--- src/rtl/jt49_noise_seq.sv ---
// Noise period sequencer: holds a fixed period or ramps it between two values on the cen time base.
// Optional ping-pong mode 3 is enabled by defining JT49_NOISE_SEQ_PINGPONG_EN.
module jt49_noise_seq #(
   parameter int unsigned PW    = 5,
   parameter int unsigned STEPW = 3
) (
   input  logic             clk,
   input  logic             rst_n,
   input  logic             cen,
   input  logic             cfg_we,
   input  logic [PW-1:0]    cfg_start,
   input  logic [PW-1:0]    cfg_end,
   input  logic [7:0]       cfg_rate,
   input  logic [STEPW-1:0] cfg_step,
   input  logic [1:0]       cfg_mode,
   output logic [PW-1:0]    period,
   output logic             busy,
   output logic             done
);

   typedef enum logic {StIdle, StRun} state_t;

   state_t           state;
   logic [PW-1:0]    start_q, end_q;
   logic [7:0]       rate_q, presc;
   logic [STEPW-1:0] step_q;
   logic [1:0]       mode_q;
   logic             dir_up;
   logic             wrap_pend;   // mode 2: next step tick jumps back to start

   logic [PW-1:0] target;
`ifdef JT49_NOISE_SEQ_PINGPONG_EN
   logic [PW-1:0] tgt_q;
   assign target = tgt_q;
`else
   assign target = end_q;
`endif

   logic          ramp_mode;
   logic [PW:0]   step_ext, sum, diff;
   logic [PW-1:0] next_up, next_dn, step_val;
   logic          hit;

   always_comb begin
`ifdef JT49_NOISE_SEQ_PINGPONG_EN
      ramp_mode = cfg_mode != 2'd0;
`else
      ramp_mode = (cfg_mode == 2'd1) || (cfg_mode == 2'd2);
`endif
      step_ext = (step_q == '0) ? (PW+1)'(1) : (PW+1)'(step_q);
      sum      = {1'b0, period} + step_ext;
      diff     = {1'b0, period} - step_ext;
      // Saturate at the target so the ramp never overshoots or wraps
      next_up  = (sum >= {1'b0, target}) ? target : sum[PW-1:0];
      next_dn  = (diff[PW] || (diff[PW-1:0] <= target)) ? target : diff[PW-1:0];
      step_val = dir_up ? next_up : next_dn;
      hit      = step_val == target;
   end

   always_ff @(posedge clk or negedge rst_n) begin
      if (!rst_n) begin
         state     <= StIdle;
         period    <= '0;
         busy      <= 1'b0;
         done      <= 1'b0;
         presc     <= '0;
         start_q   <= '0;
         end_q     <= '0;
         rate_q    <= '0;
         step_q    <= '0;
         mode_q    <= '0;
         dir_up    <= 1'b0;
         wrap_pend <= 1'b0;
`ifdef JT49_NOISE_SEQ_PINGPONG_EN
         tgt_q     <= '0;
`endif
      end else begin
         done <= 1'b0;
         if (cfg_we) begin
            start_q   <= cfg_start;
            end_q     <= cfg_end;
            rate_q    <= cfg_rate;
            step_q    <= cfg_step;
            mode_q    <= cfg_mode;
            period    <= cfg_start;
            presc     <= cfg_rate;
            dir_up    <= cfg_end > cfg_start;
            wrap_pend <= 1'b0;
`ifdef JT49_NOISE_SEQ_PINGPONG_EN
            tgt_q     <= cfg_end;
`endif
            if (ramp_mode && (cfg_start != cfg_end)) begin
               state <= StRun;
               busy  <= 1'b1;
            end else begin
               state <= StIdle;
               busy  <= 1'b0;
            end
            done <= ramp_mode && (cfg_start == cfg_end) && !done;
         end else if (state == StRun && cen) begin
            if (presc != '0) begin
               presc <= presc - 8'd1;
            end else begin
               presc <= rate_q;
               if (wrap_pend) begin
                  period    <= start_q;
                  wrap_pend <= 1'b0;
               end else begin
                  period <= step_val;
                  if (hit) begin
                     done <= !done;
                     case (mode_q)
                        2'd1: begin
                           state <= StIdle;
                           busy  <= 1'b0;
                        end
                        2'd2: wrap_pend <= 1'b1;
`ifdef JT49_NOISE_SEQ_PINGPONG_EN
                        2'd3: begin
                           dir_up <= !dir_up;
                           tgt_q  <= (tgt_q == end_q) ? start_q : end_q;
                        end
`endif
                        default: ;
                     endcase
                  end
               end
            end
         end
      end
   end

endmodule

--- config.mk ---
export PLATFORM = sky130hd
export DESIGN_NAME = jt49_noise_seq
export DESIGN_NICKNAME = d
export VERILOG_FILES = /design/src/rtl/jt49_noise_seq.sv
export SDC_FILE = /design/constraint.sdc
export NUM_CORES = 1
export LEC_CHECK = 0
export BUFFER_PORTS_ARGS = -buffer_cell sky130_fd_sc_hd__buf_2
export CORE_MARGIN = 2
export CORE_UTILIZATION = 49
export CTS_BUF_LIST = sky130_fd_sc_hd__clkbuf_8
export DETAILED_ROUTE_END_ITERATION = 8
export GPL_ROUTABILITY_DRIVEN = 0
export PLACE_DENSITY = 0.72
export SLEW_MARGIN = 40
export SYNTH_ARGS = -nofsm -noshare
export SYNTH_HDL_FRONTEND = slang
export SYNTH_SLANG_ARGS = --single-unit
--- constraint.sdc ---
create_clock -name clk -period 3.3 [get_ports clk]
set_clock_uncertainty 0.1 [all_clocks]
set_input_delay 0.165 -clock clk [delete_from_list [all_inputs] [get_ports clk]]
set_output_delay 0.165 -clock clk [all_outputs]
set_load 0.01 [all_outputs]
Yosys cells after proc, flatten, opt, wreduce, memory -nomap -nowiden
Cells that the tools add are included.
{"block": "word_totals", "reg_bits": 40, "out_inout_bits": 7, "elab_cells": 69}
{"block": "classes", "n_addsub": 3, "n_lt_le_gt_ge": 3, "eq_ne": 9, "muxes": 29, "reduce_logical": 14}
{"op": "5-bit 2-to-1 mux", "n": 7}
{"op": "8-bit 2-to-1 mux", "n": 3}
{"op": "1-bit 2-to-1 mux", "n": 18}
{"op": "5-bit equality test", "n": 2}
{"op": "8-bit nonzero test", "n": 1}
{"op": "8-bit by 1-bit subtractor with 8-bit output, second input constant", "n": 1}
{"op": "5-bit by 3-bit adder with 6-bit output", "n": 1}
{"op": "6-bit by 5-bit greater-or-equal comparator with 1-bit output", "n": 1}
{"op": "2-bit nonzero test", "n": 3}
{"op": "5-bit by 3-bit subtractor with 6-bit output", "n": 1}
{"op": "5-bit greater-than comparator", "n": 1}
{"op": "5-bit less-or-equal comparator", "n": 1}
{"op": "5-bit inequality test", "n": 1}
{"op": "5-bit AND reduction", "n": 1}
{"op": "2-bit by 1-bit equality test with 1-bit output, second input constant", "n": 2}
{"op": "2-bit equality test, second input constant", "n": 2}
{"op": "1-bit logical AND", "n": 4}
{"op": "2-bit inequality test, second input constant", "n": 2}
{"op": "3-bit logical NOT", "n": 1}
{"op": "3-bit 2-to-1 mux", "n": 1}
{"op": "1-bit logical OR", "n": 2}
{"op": "2-bit AND reduction", "n": 1}
{"op": "1-bit logical NOT", "n": 1}

Depth between registers and ports, before layout
{"block": "logic_depth", "word_depth": 13, "mapped_depth": 13}

Least setup slack after synthesis
No wires, ideal clock.
{"block": "synth_timing", "kind": "flip-flop to flip-flop", "startpoint": "reg step_q[1]", "endpoint": "reg wrap_pend", "setup_time_ps": 121, "t_arrival_ps": 3297, "t_required_ps": 3079, "path_slack_ps": -218, "stages_incl_launch_ff": 14, "n_path_buf": 0, "period_less_slack_ps": 3518, "path_cell_list": "dfrtp_1 o21bai_1 ha_1 inv_1 fa_1 a211oi_1 xor2_1 ha_1 nand4_1 o21a_1 o221ai_1 or3_1 a32o_1 a22o_1"}
{"block": "synth_via", "elab_chain_len": 13}
{"item": "from (decl)", "line": "26", "rtl": "logic [STEPW-1:0] step_q;"}
{"item": "from (signal assigned)", "line": "83", "rtl": "step_q <= cfg_step;"}
{"item": "3-bit logical NOT", "line": "50", "rtl": "step_ext = (step_q == '0) ? (PW+1)'(1) : (PW+1)'(step_q);"}
{"item": "3-bit 2-to-1 mux *", "line": "50"}
{"item": "5-bit by 3-bit subtractor with 6-bit output", "line": "52", "rtl": "diff = {1'b0, period} - step_ext;"}
{"item": "5-bit less-or-equal comparator", "line": "55", "rtl": "next_dn = (diff[PW] || (diff[PW-1:0] <= target)) ? target : diff[PW-1:0];"}
{"item": "1-bit logical OR", "line": "55"}
{"item": "5-bit 2-to-1 mux", "line": "55"}
{"item": "5-bit 2-to-1 mux *", "line": "56", "rtl": "step_val = dir_up ? next_up : next_dn;"}
{"item": "5-bit equality test *", "line": "57", "rtl": "hit = step_val == target;"}
{"item": "1-bit 2-to-1 mux *", "line": "110", "rtl": "if (hit) begin"}
{"item": "1-bit 2-to-1 mux *", "line": "105", "rtl": "if (wrap_pend) begin"}
{"item": "1-bit 2-to-1 mux *", "line": "101", "rtl": "if (presc != '0) begin"}
{"item": "1-bit 2-to-1 mux *", "line": "100", "rtl": "end else if (state == StRun && cen) begin"}
{"item": "1-bit 2-to-1 mux *", "line": "79", "rtl": "if (cfg_we) begin"}
{"item": "to (signal assigned)", "line": "88", "rtl": "wrap_pend <= 1'b0;"}
{"item": "to (signal assigned)", "line": "107", "rtl": "wrap_pend <= 1'b0;"}
{"item": "to (signal assigned)", "line": "117", "rtl": "2'd2: wrap_pend <= 1'b1;"}
{"item": "to (decl)", "line": "29", "rtl": "logic wrap_pend;"}
Mark *: on every way between the ends. The rest lies on a longest branch, timed or not. The select of a mux whose other input is x is not followed.
A chain may end at the register's enable or synchronous reset.

Final worst setup path
{"block": "layout_timing", "startpoint": "reg step_q[0]", "endpoint": "reg wrap_pend"}
The elaborated chain is that of the path after synthesis.

==> reports/results.ini <==
[logic_synthesis]
async_reset_ff_share_pct = 100.0
ys_types = 50
synthesis.nets = 346
ys_seq_area_share_pct = 37.00
synthCells = 293
synth_compound_area_share_pct = 19.43
synth-warning-count = 0
synth_top_family_by_area = compound AO/OA/AOI/OAI gates
synth_xor_area_share_pct = 5.365
synth_edf_count = 0
avgSynthCellArea_um2 = 9.232
syn_area_um2 = 2705
synthSimpleGateAreaFrac_pct = 15.45
synthAdderAreaFrac_pct = 12.58
ys.flop_type = dfrtp_1
yosys_register_bits = 40
synth_mux_area_share_pct = 4.533

[critical_path]
crit_path_max_fanout = 3
worst-endpoint-arrival_ps = 3470
startpoint_type = register
path_class = register to register
crit_required_ps = 3390
path_cells = o21bai_1, buf_4, ha_2, fa_2, nor2b_1, o21ai_2, xnor2_2, ha_1, a211oi_2, o21ai_1, or3_1, a32o_2, a22o_1
cp.buffers_inverters = 1
critPathSlowestCell = dfrtp_1
cpPeakStageDelay_ps = 380
critical_path.top_delay_family = compound AO/OA/AOI/OAI gates
worstSetupEndpointType = register

[die]
dieArea_um2 = 6131
coreArea_um2 = 5405
placementRows = 27
fp.dieW_um = 78.30
die_h_um = 78.30
io_pins = 34
start_util_pct = 50.05

[route]
drtIter0Drc = 158
dr.pass1.iters = 6
remaining_drc_errors = 0
via_count = 2453
wl_per_cell_um = 16.03
vias_per_cell = 5.600
finalWirelength_um = 7022
ant_nets = 0

[placed_design]
place_area_um2 = 3103
port_buffers = 33
hpwl_um = 4988

[timing]
worst_slack_ps = -72.77
grt_setup_unrepaired = yes
drv_slew = 0
tightest_slew_ps = 598.5
fin_crit_ps = 3373
max_slew_margin_pct = 59.88
final_min_period_over_clock_period_pct = 102.2
hold_violations = 0
final-setup-viol-count = 2
fmax_mhz = 296.5

[finish]
synthToLayoutAreaGrowth_pct = 31.08
drive_gt1_share_pct = 31.42
seq_area_um2 = 1001
num_antenna_cells = 0
nets = 418
multi_input_area_um2 = 1688
finalInstanceArea_um2 = 3546
fillers = 446
final_util_pct = 65.60

[worst_hold_path]
hold_path_class = input pin to register

[grt]
grt_pass1_wl_um = 11470
grt_pass1_vias = 2510
antenna_found_initial = 0
use_met3_pct = 4.253
grt_util_met2_pct = 43.10
grt_util_met1_pct = 28.43
grt_start_max_net_pins = 57
gr-total-overflow = 0
busiest_layer = met2
grt_use_total_pct = 23.70

[clock_network]
cts-buffers-inserted = 5
clk_pin_slew_worst_paths_ps = 80
cts_root_buf = clkbuf_8
cts_buffer_depth = 2
clock_sinks = 40
htreeDepth = 2
insertion_delay_ps = 300
cts_tree = yes

[outcome]
violations = setup timing
outcome = finished with violations

[power]
peakVddDrop_uv = 333.2
p_per_area_nw_per_um2 = 487.8
p_leak_nw = 1.684

[run]
maxCapViolCount = 0

## worst register-to-register path, cell delays in order (launching register included)
cell and delay [ps]:
dfrtp_1 380, o21bai_1 170, buf_4 140, ha_2 180, fa_2 350, nor2b_1 150
o21ai_2 190, xnor2_2 150, ha_1 290, a211oi_2 200, o21ai_1 130, or3_1 350
a32o_2 300, a22o_1 200
## logic make-up (layout without fill, tap and decap cells)
kind of cell	after synthesis	after routing
xor+xnor	15	15
flops	40	40
compound gates	81	81
mux	11	11
fa+ha+maj	26	26
simple gates	80	80
buf+inv	40	113
## state kept, by name, summed over array words and instances (netlist names)
name	count
rate_q	8
end_q	5
wrap_pend	1
presc	8
state	1
done	1
start_q	5
mode_q	2
period	5
dir_up	1
step_q	3
## cells in the final DEF (no fill, tap or decap), drive strengths merged, types with 2 or more instances in the layout
master       instances
a211oi               4
a21o                 4
a21oi               11
a222oi               5
a22oi                2
and3                 2
buf                 65
clkbuf               7
dfrtp               40
dlygate4sd3         11
fa                   2
ha                  24
inv                 29
mux2                10
nand2               24
nand2b               5
nand3                3
nor2                16
nor2b                5
nor3                 8
nor3b                2
nor4                 2
o21a                 5
o21ai               28
o21bai               3
o22ai                6
o31ai                4
or2                  2
or3                  5
or4                  2
xnor2                8
xor2                 6
## stage by stage
step / cells / setup WS [ps] / hold slack, ps / TNS, ps / power [W]
after floorplan: 293 / -61.91 / -230.6 / -80.87 / 0.0009409
after CTS: 434 / -35.83 / 16.86 / -65.47 / 0.001645
final: 438 / -72.77 / 19.50 / -131.1 / 0.001730
after detailed placement: 409 / -232.6 / 75.44 / -1313 / 0.001148
after global placement: 409 / -170.3 / 242.3 / -785.2 / 0.001127
after global routing: 438 / -211.5 / 13.00 / -656.2 / 0.001829
## Yosys cell counts, types with 2 or more instances
cell | n | area, um2
inv_1 | 29 | 108.9
nor2_1 | 16 | 60.06
dfrtp_1 | 40 | 1001
and3_1 | 2 | 12.51
or3_1 | 4 | 25.02
nand3_1 | 3 | 15.01
buf_2 | 2 | 10.01
o21a_1 | 5 | 37.54
nor2b_1 | 5 | 31.28
a211oi_1 | 4 | 30.03
fa_1 | 2 | 40.04
clkbuf_1 | 9 | 33.78
a21o_1 | 4 | 30.03
a22oi_1 | 2 | 15.01
o21bai_1 | 3 | 22.52
mux2_2 | 10 | 112.6
nor3_1 | 7 | 35.03
nand2b_1 | 5 | 31.28
a21oi_1 | 11 | 55.05
xnor2_1 | 8 | 70.07
o31ai_1 | 4 | 30.03
nand2_1 | 24 | 90.09
or2_2 | 2 | 12.51
xor2_1 | 6 | 52.55
nor3b_1 | 2 | 15.01
o22ai_1 | 6 | 37.54
ha_1 | 24 | 300.3
a222oi_1 | 5 | 50.05
o21ai_0 | 28 | 140.1
## worst paths after layout
kind / from / end / slack, ps / cells past startpoint
max: step_q[0] / wrap_pend / -70 / 13
max reg2reg: step_q[0] / wrap_pend / -70 / 13
min in group asynchronous: rst_n / presc[2] / 270 / 2
min reg2reg: step_q[0] / step_q[0] / 420 / 1
max in group asynchronous: rst_n / step_q[2] / 2470 / 2
min: cfg_end[0] / end_q[0] / 20 / 2
## cell type report
type,instances,share of cell area [%]
clock buffers,7,2.717
clock inverters,1,0.8469
repair buffers,76,15.00
well taps,72,2.541
multi-input cells,213,47.60
flip-flops and latches,40,28.23
inverters,29,3.070
## power breakdown
part	internal (W)	switching [W]
registers	0.000536	0.0000441
clock network	0.000267	0.000175
logic	0.000359	0.000349
## layer usage
metal / part of all wire, % / routed length, um / vias up
met1: 41 / 2905 / 1182
met5: 0 / 0 / -
met2: 52 / 3639 / 79
met4: 1.6 / 114 / 0
li1: - / - / 1180
met3: 5.2 / 362 / 12
## what timing repair did
item	4_1_cts	5_1_grt
pin swaps	6	8
hold endpoints to repair	53	0
gates resized for setup	12	20
buffers inserted	6	4
hold buffers	11	0
setup endpoints to repair	8	8
No activity file was read; power rests on OpenSTA's default activity.
